**src/rtl/cpu_trace_pkg.sv**
```systemverilog
// -----------------------------------------------------------------------------
// cpu_trace_pkg
// Shared definitions for the CPU fetch-trace capture unit.
//   state_e      capture FSM encoding (also driven out on o_state)
//   PC_STEP      sequential fetch increment
//   trace_rec_t  one buffered record, packed as {next_pc, cur_pc, instr}
//   is_discont   true when a record is not a plain sequential fetch
// -----------------------------------------------------------------------------
package cpu_trace_pkg;

  typedef enum logic [1:0] {
    ST_IDLE    = 2'd0,
    ST_ARMED   = 2'd1,
    ST_CAPTURE = 2'd2,
    ST_DONE    = 2'd3
  } state_e;

  localparam logic [31:0] PC_STEP     = 32'd4;
  localparam int          TRACE_REC_W = 96;

  typedef struct packed {
    logic [31:0] next_pc;
    logic [31:0] cur_pc;
    logic [31:0] instr;
  } trace_rec_t;

  // Taken branch or jump: next PC is not the sequential successor (32-bit wrap).
  function automatic logic is_discont(input logic [31:0] cur_pc,
                                      input logic [31:0] next_pc);
    return (next_pc != (cur_pc + PC_STEP));
  endfunction

endpackage

```
**src/rtl/cpu_trace_capture_if.sv**
```systemverilog
// -----------------------------------------------------------------------------
// cpu_trace_capture_if
// Bundles the per-cycle fetch trace (CPU side) and the FWFT read port
// (host side) of the trace capture unit.
//   master : trace producer / host reader (drives trace, i_rd_ready)
//   slave  : capture unit (drives o_rd_valid and head record fields)
// -----------------------------------------------------------------------------
interface cpu_trace_capture_if;

  logic        i_trace_valid;
  logic [31:0] i_instruction;
  logic [31:0] i_cur_pc;
  logic [31:0] i_next_pc;

  logic        o_rd_valid;
  logic        i_rd_ready;
  logic [31:0] o_rd_pc;
  logic [31:0] o_rd_instr;
  logic [31:0] o_rd_next_pc;

  modport master (
    output i_trace_valid, i_instruction, i_cur_pc, i_next_pc, i_rd_ready,
    input  o_rd_valid, o_rd_pc, o_rd_instr, o_rd_next_pc
  );

  modport slave (
    input  i_trace_valid, i_instruction, i_cur_pc, i_next_pc, i_rd_ready,
    output o_rd_valid, o_rd_pc, o_rd_instr, o_rd_next_pc
  );

endinterface

```
**src/rtl/trace_fifo.sv**
```systemverilog
// -----------------------------------------------------------------------------
// trace_fifo
// Synchronous first-word-fall-through FIFO for trace records.
// Parameters: DEPTH (power of 2, >= 2), TRACE_REC_W (record width).
// Ports:
//   i_clk, i_arst_n     clock, async active-low reset
//   i_push, i_wr_data   write request and record
//   i_pop               read request (ignored when empty)
//   o_rd_data           head record (combinational from storage registers)
//   o_full, o_empty     occupancy flags
//   o_count             entries held (0..DEPTH)
// A push while full is accepted only when a pop happens in the same cycle.
// -----------------------------------------------------------------------------
module trace_fifo #(
  parameter  int DEPTH       = 16,
  parameter  int TRACE_REC_W = 96,
  localparam int PTR_W       = $clog2(DEPTH)
) (
  input  logic                   i_clk,
  input  logic                   i_arst_n,
  input  logic                   i_push,
  input  logic [TRACE_REC_W-1:0] i_wr_data,
  input  logic                   i_pop,
  output logic [TRACE_REC_W-1:0] o_rd_data,
  output logic                   o_full,
  output logic                   o_empty,
  output logic [PTR_W:0]         o_count
);

  localparam logic [PTR_W-1:0] PTR_ONE  = {{(PTR_W-1){1'b0}}, 1'b1};
  localparam logic [PTR_W:0]   CNT_ONE  = {{PTR_W{1'b0}}, 1'b1};
  localparam logic [PTR_W:0]   CNT_FULL = DEPTH[PTR_W:0];

  logic [TRACE_REC_W-1:0] mem_q [DEPTH];
  logic [PTR_W-1:0]       wr_ptr_q;
  logic [PTR_W-1:0]       rd_ptr_q;
  logic [PTR_W:0]         count_q;
  logic                   do_push_s;
  logic                   do_pop_s;

  assign o_full    = (count_q == CNT_FULL);
  assign o_empty   = (count_q == {(PTR_W+1){1'b0}});
  assign o_count   = count_q;
  assign o_rd_data = mem_q[rd_ptr_q];

  // Qualify requests: pop needs data; a full FIFO only takes a push that
  // replaces the entry being popped this cycle.
  always_comb begin
    do_pop_s  = i_pop & ~o_empty;
    do_push_s = i_push & (~o_full | do_pop_s);
  end

  // Record storage; contents are don't-care until counted as valid.
  always_ff @(posedge i_clk) begin
    if (do_push_s) begin
      mem_q[wr_ptr_q] <= i_wr_data;
    end
  end

  // Pointers and occupancy; pointers wrap naturally modulo DEPTH.
  always_ff @(posedge i_clk or negedge i_arst_n) begin
    if (!i_arst_n) begin
      wr_ptr_q <= {PTR_W{1'b0}};
      rd_ptr_q <= {PTR_W{1'b0}};
      count_q  <= {(PTR_W+1){1'b0}};
    end else begin
      if (do_push_s) begin
        wr_ptr_q <= wr_ptr_q + PTR_ONE;
      end
      if (do_pop_s) begin
        rd_ptr_q <= rd_ptr_q + PTR_ONE;
      end
      case ({do_push_s, do_pop_s})
        2'b10:   count_q <= count_q + CNT_ONE;
        2'b01:   count_q <= count_q - CNT_ONE;
        default: count_q <= count_q;
      endcase
    end
  end

endmodule

```
**src/rtl/cpu_trace_capture.sv**
```systemverilog
// -----------------------------------------------------------------------------
// cpu_trace_capture
// Passive capture unit on the CPU fetch trace. Arms on i_arm, triggers when a
// valid record's PC equals i_trig_pc, buffers records into a FWFT FIFO that a
// host drains through the read port of the cpu_trace_capture_if interface.
// Ports:
//   i_clk, i_arst_n     clock, async active-low reset
//   trc (slave)         trace inputs and FWFT read port
//   i_arm               pulse: go ARMED, clear overflow and drop count
//   i_trig_pc           trigger PC
//   i_stop              pulse: end capture (i_arm wins if both)
//   o_state             IDLE=0 ARMED=1 CAPTURE=2 DONE=3
//   o_count             FIFO entries held
//   o_overflow          sticky: a record was dropped on a full FIFO
//   o_drop_cnt          saturating count of dropped records
// Build option: define TRACE_DISCONT_ONLY_EN to keep only discontinuous
// records (taken branches/jumps) while capturing; the trigger record is
// always kept and filtered records are not drops.
// -----------------------------------------------------------------------------
module cpu_trace_capture
  import cpu_trace_pkg::*;
#(
  parameter  int DEPTH  = 16,
  parameter  int DROP_W = 16,
  localparam int PTR_W  = $clog2(DEPTH)
) (
  input  logic                 i_clk,
  input  logic                 i_arst_n,
  cpu_trace_capture_if.slave   trc,
  input  logic                 i_arm,
  input  logic [31:0]          i_trig_pc,
  input  logic                 i_stop,
  output logic [1:0]           o_state,
  output logic [PTR_W:0]       o_count,
  output logic                 o_overflow,
  output logic [DROP_W-1:0]    o_drop_cnt
);

  localparam logic [DROP_W-1:0] DROP_ONE = {{(DROP_W-1){1'b0}}, 1'b1};

  state_e            state_q;
  logic              overflow_q;
  logic [DROP_W-1:0] drop_cnt_q;

  logic       match_s;
  logic       keep_s;
  logic       wr_cand_s;
  logic       drop_s;
  logic       pop_s;
  logic       full_s;
  logic       empty_s;
  trace_rec_t wr_rec_s;
  trace_rec_t rd_rec_s;

  // Trigger detect and capture filter.
  always_comb begin
    match_s = trc.i_trace_valid && (trc.i_cur_pc == i_trig_pc);
`ifdef TRACE_DISCONT_ONLY_EN
    keep_s  = is_discont(trc.i_cur_pc, trc.i_next_pc);
`else
    keep_s  = 1'b1;
`endif
  end

  // Write candidate: trigger record in ARMED, filtered stream in CAPTURE.
  // An arm cycle re-arms only, so it never writes.
  always_comb begin
    wr_cand_s = 1'b0;
    if (i_arm) begin
      wr_cand_s = 1'b0;
    end else begin
      case (state_q)
        ST_ARMED:   wr_cand_s = match_s;
        ST_CAPTURE: wr_cand_s = trc.i_trace_valid & keep_s;
        default:    wr_cand_s = 1'b0;
      endcase
    end
  end

  // A pop frees a slot in the same cycle, so full + pop is not a drop.
  always_comb begin
    pop_s    = ~empty_s & trc.i_rd_ready;
    drop_s   = wr_cand_s & full_s & ~pop_s;
    wr_rec_s = '{next_pc: trc.i_next_pc, cur_pc: trc.i_cur_pc, instr: trc.i_instruction};
  end

  // Capture FSM; i_arm overrides everything, i_stop beats a same-cycle trigger.
  always_ff @(posedge i_clk or negedge i_arst_n) begin
    if (!i_arst_n) begin
      state_q <= ST_IDLE;
    end else if (i_arm) begin
      state_q <= ST_ARMED;
    end else begin
      case (state_q)
        ST_IDLE: state_q <= ST_IDLE;
        ST_ARMED: begin
          if (i_stop) begin
            state_q <= ST_DONE;
          end else if (match_s) begin
            state_q <= ST_CAPTURE;
          end else begin
            state_q <= ST_ARMED;
          end
        end
        ST_CAPTURE: begin
          if (i_stop) begin
            state_q <= ST_DONE;
          end else begin
            state_q <= ST_CAPTURE;
          end
        end
        ST_DONE: state_q <= ST_DONE;
        default: state_q <= ST_IDLE;
      endcase
    end
  end

  // Sticky overflow flag and saturating drop counter.
  always_ff @(posedge i_clk or negedge i_arst_n) begin
    if (!i_arst_n) begin
      overflow_q <= 1'b0;
      drop_cnt_q <= {DROP_W{1'b0}};
    end else if (i_arm) begin
      overflow_q <= 1'b0;
      drop_cnt_q <= {DROP_W{1'b0}};
    end else if (drop_s) begin
      overflow_q <= 1'b1;
      if (drop_cnt_q != {DROP_W{1'b1}}) begin
        drop_cnt_q <= drop_cnt_q + DROP_ONE;
      end
    end
  end

  trace_fifo #(
    .DEPTH       (DEPTH),
    .TRACE_REC_W (TRACE_REC_W)
  ) u_fifo (
    .i_clk     (i_clk),
    .i_arst_n  (i_arst_n),
    .i_push    (wr_cand_s),
    .i_wr_data (wr_rec_s),
    .i_pop     (pop_s),
    .o_rd_data (rd_rec_s),
    .o_full    (full_s),
    .o_empty   (empty_s),
    .o_count   (o_count)
  );

  // Head fields are forced to zero while empty so stale storage never shows.
  assign trc.o_rd_valid   = ~empty_s;
  assign trc.o_rd_pc      = empty_s ? 32'd0 : rd_rec_s.cur_pc;
  assign trc.o_rd_instr   = empty_s ? 32'd0 : rd_rec_s.instr;
  assign trc.o_rd_next_pc = empty_s ? 32'd0 : rd_rec_s.next_pc;

  assign o_state    = state_q;
  assign o_overflow = overflow_q;
  assign o_drop_cnt = drop_cnt_q;

endmodule
```
**src/flat_wrapper.sv**
```systemverilog
// flat-port wrapper written by rule: the top's interface ports become plain ports
module cpu_trace_capture_flat import cpu_trace_pkg::*;
#(
  parameter  int DEPTH  = 16,
  parameter  int DROP_W = 16,
  localparam int PTR_W  = $clog2(DEPTH)
)
  (i_clk, i_arst_n, i_arm, i_trig_pc, i_stop, o_state, o_count, o_overflow, o_drop_cnt, trc_i_trace_valid, trc_i_instruction, trc_i_cur_pc, trc_i_next_pc, trc_i_rd_ready, trc_o_rd_valid, trc_o_rd_pc, trc_o_rd_instr, trc_o_rd_next_pc);
  cpu_trace_capture_if trc_i ();
  input  logic i_clk;
  input  logic i_arst_n;
  input  logic i_arm;
  input  logic [31:0] i_trig_pc;
  input  logic i_stop;
  output logic [1:0] o_state;
  output logic [PTR_W:0] o_count;
  output logic o_overflow;
  output logic [DROP_W-1:0] o_drop_cnt;
  input wire logic [$bits(trc_i.i_trace_valid)-1:0] trc_i_trace_valid;
  input wire logic [$bits(trc_i.i_instruction)-1:0] trc_i_instruction;
  input wire logic [$bits(trc_i.i_cur_pc)-1:0] trc_i_cur_pc;
  input wire logic [$bits(trc_i.i_next_pc)-1:0] trc_i_next_pc;
  input wire logic [$bits(trc_i.i_rd_ready)-1:0] trc_i_rd_ready;
  output wire logic [$bits(trc_i.o_rd_valid)-1:0] trc_o_rd_valid;
  output wire logic [$bits(trc_i.o_rd_pc)-1:0] trc_o_rd_pc;
  output wire logic [$bits(trc_i.o_rd_instr)-1:0] trc_o_rd_instr;
  output wire logic [$bits(trc_i.o_rd_next_pc)-1:0] trc_o_rd_next_pc;
  assign trc_i.i_trace_valid = trc_i_trace_valid;
  assign trc_i.i_instruction = trc_i_instruction;
  assign trc_i.i_cur_pc = trc_i_cur_pc;
  assign trc_i.i_next_pc = trc_i_next_pc;
  assign trc_i.i_rd_ready = trc_i_rd_ready;
  assign trc_o_rd_valid = trc_i.o_rd_valid;
  assign trc_o_rd_pc = trc_i.o_rd_pc;
  assign trc_o_rd_instr = trc_i.o_rd_instr;
  assign trc_o_rd_next_pc = trc_i.o_rd_next_pc;
  cpu_trace_capture #(.DEPTH(DEPTH), .DROP_W(DROP_W)) u_core (.i_clk(i_clk), .i_arst_n(i_arst_n), .trc(trc_i), .i_arm(i_arm), .i_trig_pc(i_trig_pc), .i_stop(i_stop), .o_state(o_state), .o_count(o_count), .o_overflow(o_overflow), .o_drop_cnt(o_drop_cnt));
endmodule
```
**config.mk**
```make
export PLATFORM = sky130hd
export DESIGN_NAME = cpu_trace_capture_flat
export DESIGN_NICKNAME = d
export VERILOG_FILES = /design/src/rtl/cpu_trace_pkg.sv /design/src/rtl/cpu_trace_capture_if.sv /design/src/rtl/trace_fifo.sv /design/src/rtl/cpu_trace_capture.sv /design/src/flat_wrapper.sv
export SDC_FILE = /design/constraint.sdc
export NUM_CORES = 2
export LEC_CHECK = 0
export BUFFER_PORTS_ARGS = -buffer_cell sky130_fd_sc_hd__buf_4
export CAP_MARGIN = 0
export CELL_PAD_IN_SITES_DETAIL_PLACEMENT = 2
export CELL_PAD_IN_SITES_GLOBAL_PLACEMENT = 2
export CORE_AREA = 2 2 355 357
export DETAILED_ROUTE_END_ITERATION = 10
export DIE_AREA = 0 0 357 359
export GPL_TIMING_DRIVEN = 0
export PLACE_DENSITY = 0.75
export SYNTH_ARGS = -nofsm -noshare
export SYNTH_HDL_FRONTEND = slang
export SYNTH_HIERARCHICAL = 1
export SYNTH_SLANG_ARGS = --single-unit
```
**constraint.sdc**
```tcl
create_clock -name i_clk -period 13.2 [get_ports i_clk]
set_input_delay 3.3 -clock i_clk [delete_from_list [all_inputs] [get_ports i_clk]]
set_output_delay 3.3 -clock i_clk [all_outputs]
set_load 0.01 [all_outputs]
```
==> metrics.txt <==
# Max-Cap Violations=0; Final HPWL DP=between 100,000 and 150,000 µm; max_slew headroom=0.0816; critical path type=flip-flop to primary output; most common cell after layout, fill and taps aside=edfxtp_1; reg-to-reg startpoint=u_core/u_fifo/o_count[1]$_DFFE_PN0P_; cell taking the most area after synthesis=edfxtp_1; DRT antenna net count=0; Crit Path Max Fanout=10; worst-margin pin slew=1.38 ns; Routed WL per cell=about 46 µm; RSZ-0062 raised after global routing=false; most frequent cells in the layout=edfxtp_1, mux4_2, buf_4; post-synth cell types=just under 60; Slowest-stage cell, CP=clkbuf_1; Sink Count=1,568; Die Ht=359 µm; die area=128,000 µm²; Finish-stage setup viols=0; ys async rst share=0.0204; final period utilization=0.672; routed vias/inst=6.86; Synth Cell Area=approximately 60,000 µm²; via count=about 35,000; routed wl met3=around 19,000 µm; Syn. warnings=6; Final Slew Violations=0; clock tree buffer depth=3; run status=complete, no violations; EDFF count, synth=1,536; routability cong.=just over 0.8; startpoint types=flip-flop; Layout Utilization=0.573; Data required, critical path=a little under 10 ns; HP Start=u_core/o_overflow$_DFFE_PN0P_; Hold Path Class=flip-flop to flip-flop; synth top area cells=edfxtp_1, mux4_2, a22oi_1, dfrtp_1, nor2b_1; Synth top area share=0.763; initial DRC count=4,882; syn_area_per_cell=about 22 µm²; gr ovfl total=0; leakage power=between 20 and 25 nW; skew final=roughly 0.034 ns; Inserted Clock Buffers=~160; synthesized flop and latch total=1,568; most repeated library cell on the critical path=clkbuf_1; CTS tree=yes; Max Used Layer=met5; DRC=0; critical-path cell list=nor4_2 -> nand2b_1 -> inv_1 -> clkbuf_1 -> clkbuf_1 -> nor2b_1 -> buf_4; initial antenna violation count=9; IO Count=about 260; final hold viol count=0; GRT Total Usage=0.367; min cycle time layout=8.87 ns; largest net degree at the start of global routing=33; CP peak stage delay=about 1.1 ns; # port buffers=about 250; top_reg_cell synth=edfxtp_1; Die Width=357 µm; FF-to-FF path depth=10; post-layout net count=between 3,000 and 4,000; Max Fclk=approximately 110 MHz; count of non-filler cells in the finished layout=5,068; later-pin clock latency in the skew report=just over 0.8 ns; routed wire length on met2=115,000 µm; hold depth=2; vias in the first global route=36,700; row cnt=between 100 and 150; first-pass GRT wire length=320,000 µm; RR Endpoint=u_core/u_fifo/mem_q[4][91]$_DFFE_PP_; Power Dens Cells=about 210 nW/µm²; Syn Inst Count=between 2,000 and 3,000; Clk pin slew, worst setup/hold paths=0.07 ns; syn_nets=2,905; Placed Cells=4,771; dpl ws=~4.1 ns; Area growth, synth to finish=18.2%; post-synthesis sequential area ratio=0.776; initial core utilization=0.485; cell area after placement=between 60,000 and 70,000 µm²; Finished Cell Area=approximately 71,000 µm²; total power draw=around 0.015 W; # hold bufs at CTS=0; Root Driver=clkbuf_16; reg2reg setup slack=8.16 ns; Post-Route M1 WL=about 88,000 µm; Crit. End Element=primary output; post-CTS setup repair buffer count=0; Arr. time, crit path=about 5.6 ns; H-Tree Depth=4; share of layout cells above drive strength 1=0.305; DRT Wirelength=233,000 µm; worst hold endpoint=u_core/o_overflow$_DFFE_PN0P_; drt first pass iters=5; Core Area=125,000 µm²; VDD IR-drop max=approximately 0.15 mV; Resized cells post-CTS=0; worst setup margin=4.33 ns
## through the flow
stage	hold WS, ns	setup TNS [ns]
3_3_place_gp	0.506	-7349.83
6_report	0.574	0
5_1_grt	0.596	0
2_1_floorplan	0.490	0
4_1_cts	0.581	0
3_5_place_dp	0.529	0
## cell usage after synthesis, types with 4 or more instances
master	n
a21oi_1	14
buf_2	26
mux4_2	384
nand3_1	23
clkbuf_1	71
nand4_1	7
nor2b_1	106
or3_1	12
nand2b_1	19
dfrtp_1	32
or4_1	4
nand2_1	114
buf_4	25
edfxtp_1	1536
nor4_1	8
nor3_1	7
a22oi_1	194
buf_6	4
xnor2_1	22
inv_1	22
nor2_1	26
ha_1	13
xor2_1	11
o21ai_0	11
buf_1	19
## worst max path at each step
stage                                         startpoint                                     to  slack (ns)  cells past startpoint
floorplan                               trc_i_cur_pc[10]   u_core/u_fifo/mem_q[11][0]$_DFFE_PP_        0.41                     10
global placement                        trc_i_cur_pc[21]  u_core/u_fifo/mem_q[11][82]$_DFFE_PP_      -10.39                     11
detailed placement                      trc_i_cur_pc[21]  u_core/u_fifo/mem_q[11][82]$_DFFE_PP_        4.14                     16
CTS                 u_core/u_fifo/o_count[1]$_DFFE_PN0P_                     trc_o_rd_instr[30]        4.34                      7
global route        u_core/u_fifo/o_count[1]$_DFFE_PN0P_                     trc_o_rd_instr[26]        4.20                      7
finish              u_core/u_fifo/o_count[1]$_DFFE_PN0P_                     trc_o_rd_instr[26]        4.33                      7
## logic make-up (layout without fill, tap and decap cells)
logic type               count (synthesis)  after routing  synth area share
AO/OA/AOI/OAI                          245            245            0.0298
XOR/XNOR                                33             33           0.00478
adder cells (fa/ha/maj)                 14             14           0.00302
buffers and inverters                  167            825            0.0130
flip-flops                            1568           1568             0.776
multiplexers                           388            388             0.144
other                                    0              3                 0
AND/OR/NAND/NOR                        342            342            0.0295
## power by group
part / total, W / internal, W / switching (W)
clock: 0.00465 / 0.00256 / 0.00209
combinational: 0.00485 / 0.00196 / 0.00289
sequential: 0.00552 / 0.00548 / 0.0000325
## metal layers
layer / global-route usage / up-vias
li1: - / 12700
met1: 0.491 / 19200
met2: 0.599 / 2395
met3: 0.0662 / 547
met4: 0.148 / 8
met5: 0 / -
## critical path: cells and delay by family (launching register included)
kind	cells	cell delay [ns]
DFF	1	0.43
and+or+nand+nor	3	1.25
buffers and inverters	4	3.07
## final cells by class
cell class              count  area, µm²
fillers                 10300      53100
flip-flops and latches   1568      46900
multi-input cells        1022      12900
clock buffers             206       4420
repair buffers            364       3720
well taps                1650       2060
plain buffers             145        701
clock inverters            88        673
inverters                  22       82.6
diodes                      3       7.51
## state kept, by name (all words and copies together) (netlist names)
signal                  cells
u_core/u_fifo/mem_q      1536
u_core/o_drop_cnt          16
u_core/u_fifo/o_count       5
u_core/u_fifo/rd_ptr_q      4
u_core/u_fifo/wr_ptr_q      4
u_core/o_state              2
u_core/o_overflow           1
Note: power is estimated with default switching activity, not from simulation.
